`src/rtl/dpram_fifo_ctrl.sv`:
```
// FIFO controller for a 2**ADDR_W x DATA_W dual-port RAM with registered read.
// Converts push/pop into RAM strobes, tracks occupancy and qualifies read data.
module dpram_fifo_ctrl #(
    parameter int unsigned DATA_W   = 8,
    parameter int unsigned ADDR_W   = 4,
    parameter int unsigned AFULL_TH = 14
) (
    input  logic              clk,
    input  logic              rst_n,
    input  logic              push,
    input  logic [DATA_W-1:0] push_data,
    input  logic              pop,
    output logic [DATA_W-1:0] rd_data,
    output logic              rd_valid,
    output logic              full,
    output logic              empty,
    output logic              almost_full,
    output logic [ADDR_W:0]   count,
    output logic              overflow,
    output logic              underflow,
    output logic              ram_wr_en,
    output logic [ADDR_W-1:0] ram_wr_addr,
    output logic [DATA_W-1:0] ram_din,
    output logic              ram_rd_en,
    output logic [ADDR_W-1:0] ram_rd_addr,
    input  logic [DATA_W-1:0] ram_dout
);

    logic [ADDR_W:0] wptr;
    logic [ADDR_W:0] rptr;
    logic            pop_acc;
    logic            push_acc;

    // Flags come from the registered pointers only; the extra MSB separates full from empty.
    assign count       = wptr - rptr;
    assign empty       = (wptr == rptr);
    assign full        = (wptr[ADDR_W] != rptr[ADDR_W]) &&
                         (wptr[ADDR_W-1:0] == rptr[ADDR_W-1:0]);
    assign almost_full = (count >= (ADDR_W+1)'(AFULL_TH));

    // Enables are held low while reset is asserted so the RAM sees no strobes.
    assign pop_acc  = rst_n && pop && !empty;
    assign push_acc = rst_n && push && (!full || pop_acc);

    assign ram_wr_en   = push_acc;
    assign ram_wr_addr = wptr[ADDR_W-1:0];
    assign ram_din     = push_data;
    assign ram_rd_en   = pop_acc;
    assign ram_rd_addr = rptr[ADDR_W-1:0];
    assign rd_data     = ram_dout;

    always_ff @(posedge clk or negedge rst_n) begin
        if (!rst_n) begin
            wptr      <= '0;
            rptr      <= '0;
            rd_valid  <= 1'b0;
            overflow  <= 1'b0;
            underflow <= 1'b0;
        end else begin
            if (push_acc) wptr <= wptr + 1'b1;
            if (pop_acc)  rptr <= rptr + 1'b1;
            rd_valid  <= pop_acc;
            overflow  <= push && full && !pop_acc;
            underflow <= pop && empty;
        end
    end

endmodule

```
`config.mk`:
```
export PLATFORM = sky130hd
export DESIGN_NAME = dpram_fifo_ctrl
export DESIGN_NICKNAME = d
export VERILOG_FILES = /design/src/rtl/dpram_fifo_ctrl.sv
export SDC_FILE = /design/constraint.sdc
export NUM_CORES = 1
export LEC_CHECK = 0
export ABC_AREA = 1
export CAP_MARGIN = 20
export CORE_UTILIZATION = 42
export CTS_CLUSTER_DIAMETER = 150
export DETAILED_ROUTE_END_ITERATION = 12
export GPL_TIMING_DRIVEN = 0
export HOLD_SLACK_MARGIN = 0.02
export PLACE_DENSITY = 0.89
export SLEW_MARGIN = 5
export SYNTH_ARGS = -nofsm -noshare
export SYNTH_HDL_FRONTEND = slang
export SYNTH_SLANG_ARGS = --single-unit
```
`constraint.sdc`:
```
create_clock -name clk -period 2.3 [get_ports clk]
set_input_delay 0.23 -clock clk [delete_from_list [all_inputs] [get_ports clk]]
set_output_delay 0.23 -clock clk [all_outputs]
set_load 0.03 [all_outputs]
```
* After elaboration in Yosys (flattened, before gate mapping)
Cells that the tools add are included.
** Word-level totals
- Register bits after elaboration :: 13
- Input bits :: 20
- Output and inout bits :: 37
- Word-level logic and storage cells :: 24
** Cells by class
- Add/sub/neg operators :: 3
- Magnitude comparators :: 1
- Equality and inequality tests :: 3
- Reduce and logical (&&, ||, !) cells :: 12
** Operator list (number)
- $add 5x1->5 const B :: 2
- $logic_and 1x1->1 :: 8
- $eq 5x5->1 :: 1
- $ge 5x4->1 const B :: 1
- $sub 5x5->5 :: 1
- $eq 4x4->1 :: 1
- $logic_not 1->1 :: 3
- $logic_or 1x1->1 :: 1
- $ne 1x1->1 :: 1

* Logic depth before layout (Yosys ltp)
- Word-level depth :: 5
- Mapped depth :: 9

* Least setup slack after synthesis
OpenSTA, ideal clock, no wires.
- Path kind :: register to output
- Start point :: register wptr[0]
- End point :: output port almost_full
- Data arrival time :: 1.892 ns
- Required time :: 2.070 ns
- Setup slack :: 0.178 ns
- Stages on the path, launching flop included :: 9
- Buffers on the path :: 0
- Cell sequence :: dfrtp_1 > inv_1 > ha_1 > inv_1 > fa_1 > inv_1 > nor3_1 > nand3_1 > nand2_1
** Between the ends
- Longest elaborated chain between the ends :: 2
** Ends and longest elaborated chain
- from (decl) :: line 29 : logic [ADDR_W:0] wptr;
- from (signal assigned) :: line 60 : if (push_acc) wptr <= wptr + 1'b1;
- $sub 5x5->5 :: line 35 : assign count = wptr - rptr;
- named net count[1] :: line 18 : output logic [ADDR_W:0] count,
- $ge 5x4->1 :: line 39 : assign almost_full = (count >= (ADDR_W+1)'(AFULL_TH));
- to (decl) :: line 17 : output logic almost_full,
The timed path passes the listed nets, and every way through them passes these cells.

* Worst setup path in the final report
- Start point :: register wptr[3]
- End point :: output port full
** Between the ends
- Longest elaborated chain between the ends :: 2
** Ends and longest elaborated chain
- $eq 4x4->1 :: line 38 : (wptr[ADDR_W-1:0] == rptr[ADDR_W-1:0]);
- $logic_and 1x1->1 :: line 37 : assign full = (wptr[ADDR_W] != rptr[ADDR_W]) &&
- to (decl) :: line 15 : output logic full,
No other way between the ends.

==> results.md <==
* Status: finished, final reports clean
* TritonCTS clock tree: built
* First-pass GRT wire length at 3660 µm
* Pwr Density at 1560 nW/µm²
* H-Tree Level Count at 1
* Slew @ Worst Pin at 0.641 ns
* Slowest stage cell, crit path: dfrtp_1
* Routed wire per std cell at 10.4 µm
* 1st-iter DRT viols at 16
* Avg Vias per Cell at 4.71
* Worst min-delay path class: in -> async
* Synth-to-layout area growth at 50.2%
* Initial Util at 44.3%
* Clock root cell: clkbuf_4
* Syn nets at 175
* Post-layout nets at 228
* Drt drc at 0
* DRT antenna net count at 0
* Antenna violations before repair at 0
* Reg2Reg Depth at 7
* Pre-antenna DRT Iters at 4
* Core Box Area at 2450 µm²
* Port bufs at 40
* Final Skew at 0.00617 ns
* Vias in the first global route at 904
* Sequential share of the synthesized area at 29.9%
* Largest net degree at the start of global routing at 16
* Die Footprint at 2800 µm²
* Minimum clock period at 2.18 ns
* RR Startpoint: wptr[3]
* Final period utilization at 94.9%
* Post-Synthesis Cells at 148
* Setup crit start kind: flop
* Routed Wire Length at 2380 µm
* Row count at 18
* Beginning of the critical path: wptr[3]
* Clock Path Buffers at 2
* Worst EP required at 2.07 ns
* R2R Setup Slk at 0.80 ns
* Leakage dissipation at 0.877 nW
* Worst setup EP type: primary output
* Power, Total at 2.55 mW
* Mean post-synth cell area at 7.35 µm²
* GPL Wtd Cong at 0.762
* Final setup fails at 0
* All-layer global routing usage at 17.9%
* Worst relative slew slack at 57.3%
* Chip Height at 52.9 µm
* # diodes at 0
* Final TNS setup at 0 ns
* Setup CP Type: reg -> out
* Netlist cell types at 19
* Peak VDD IR at 1.66 mV
* Crit path DAT at 1.95 ns
* Post-DP HPWL at 1640 µm
* Worst-Skew Late Latency at 0.28 ns
* Die W at 52.9 µm
* R2R Path End: wptr[3]
* #FFs+latches synth at 13
* Fill count at 225
* Final hold vios at 0
* Max_cap viols at 0
* Clk slew on worst S/H paths at 0.09 ns
* Cell area after synthesis at 1090 µm²
* I/O Pins at 57
* CTS buffer count at 3
* Synth Warn # at 0
* Unrepaired setup endpoints after global routing: no
* Crit Path Max Fanout at 7
* Min Hold Slack at 0.0683 ns
* Peak Freq at 458 MHz
* Vias at 1084
* Slew Viols, Final at 0
* CP max stage delay at 0.49 ns
* Crit-path cells: ha_4 -> nand2_1 -> nor2_4 -> inv_1 -> nor2_1 -> dlygate4sd2_1
* CTS Hold Bufs at 0
* GRT overflow at 0
* Fraction of layout cells with a size suffix above 1 at 28.5%
* Clk sinks at 13
-- how the worst max path moves through the flow --
stage,to,slack [ns],depth (start not counted)
after floorplan,almost_full,0.18,8
after global placement,ram_rd_en,-0.40,6
after detailed placement,ram_rd_en,-0.41,6
after CTS,ram_wr_en,0.003,8
after global routing,count[2],0.00004,8
final,full,0.12,6
-- synth_stat cells --
cell / n / area share [%]
nor2_1: 5 / 1.7
inv_1: 22 / 7.6
nand3_4: 1 / 1.6
dfrtp_1: 13 / 30
nand2_1: 40 / 14
nand3_1: 18 / 8.3
xor2_1: 2 / 1.6
a21oi_1: 2 / 0.92
nor3_1: 1 / 0.46
buf_4: 24 / 17
nand2_4: 2 / 2.1
nand4_1: 4 / 2.3
ha_1: 6 / 6.9
nor2_4: 1 / 1.0
clkbuf_1: 1 / 0.34
and2_1: 1 / 0.58
nand3b_1: 1 / 0.69
nand2_2: 3 / 1.7
fa_1: 1 / 1.8
-- per-stage QoR --
step                std cells  worst slack (ns)  utilization (%)  cell area (µm²)
detailed placement        218            -0.407             62.1             1530
floorplan                 148             0.178                -             1090
finish                    230             0.118             66.5             1630
global route              230         0.0000353             66.5             1630
CTS                       222           0.00330             63.4             1560
global placement          218            -0.403             62.1             1530
-- layout by cell type, fill, tap and decap left out, types with 2 or more instances in the layout --
cell,instances
nand3_1,18
nand2_2,3
xor2_1,2
dlygate4sd2_1,6
nand2_4,2
nand2_1,40
clkbuf_2,2
dfrtp_1,8
inv_1,21
ha_4,2
a21oi_1,2
nor2_1,5
clkbuf_4,3
buf_4,33
dfrtp_2,5
ha_1,4
nand4_1,4
clkdlybuf4s50_1,30
-- cells by family (layout without fill, tap and decap cells) --
logic type	count (synthesis)	count (layout)	synth area share (%)
buffers and inverters	47	99	24.5
xor gates and xnor gates	2	2	1.61
and+or+nand+nor	77	77	34.3
DFF	13	13	29.9
adders and majority gates	7	7	8.75
AOI/OAI and AO/OA	2	2	0.921
-- metal layers --
| layer | global-route usage (%) | up-vias | routed length [µm] |
|---|---|---|---|
| li1 | - | 540 | - |
| met1 | 21.6 | 493 | 1030 |
| met2 | 30.8 | 46 | 1170 |
| met3 | 2.01 | 5 | 127 |
| met4 | 9.21 | 0 | 51 |
| met5 | 0 | - | 0 |
-- critical path, delay by kind of cell, from the launching register on --
family / cells / cell delay, ns
DFF: 1 / 0.49
adders and majority gates: 1 / 0.34
and+or+nand+nor: 3 / 0.37
buffers and inverters: 2 / 0.47
-- registers in the layout, indices dropped and copies added (netlist names) --
name	count
rptr	5
wptr	5
overflow	1
rd_valid	1
underflow	1
-- area by class of cell --
type	count	area (µm²)	area share (%)
Multi-Input combinational cell	88	528	32.3
Timing Repair Buffer	49	447	27.4
Sequential cell	13	332	20.3
Buffer	24	180	11.0
Inverter	22	82.6	5.06
Tap cell	30	37.5	2.30
Clock buffer	4	26.3	1.61
-- power breakdown --
group / leakage (nW) / total, mW / switching, mW / internal (mW)
combinational: 0.698 / 1.97 / 1.15 / 0.818
clock: 0.0150 / 0.148 / 0.0805 / 0.0674
sequential: 0.164 / 0.441 / 0.128 / 0.313
total: 0.877 / 2.55 / 1.36 / 1.20
-- timing repair --
item,4_1_cts,5_1_grt
endpoints found under the setup margin,9,8
setup buffers,1,8
pin swaps,0,2
gates resized for setup,19,16
cloned,0,0
Power figures use the tool's default switching activity.
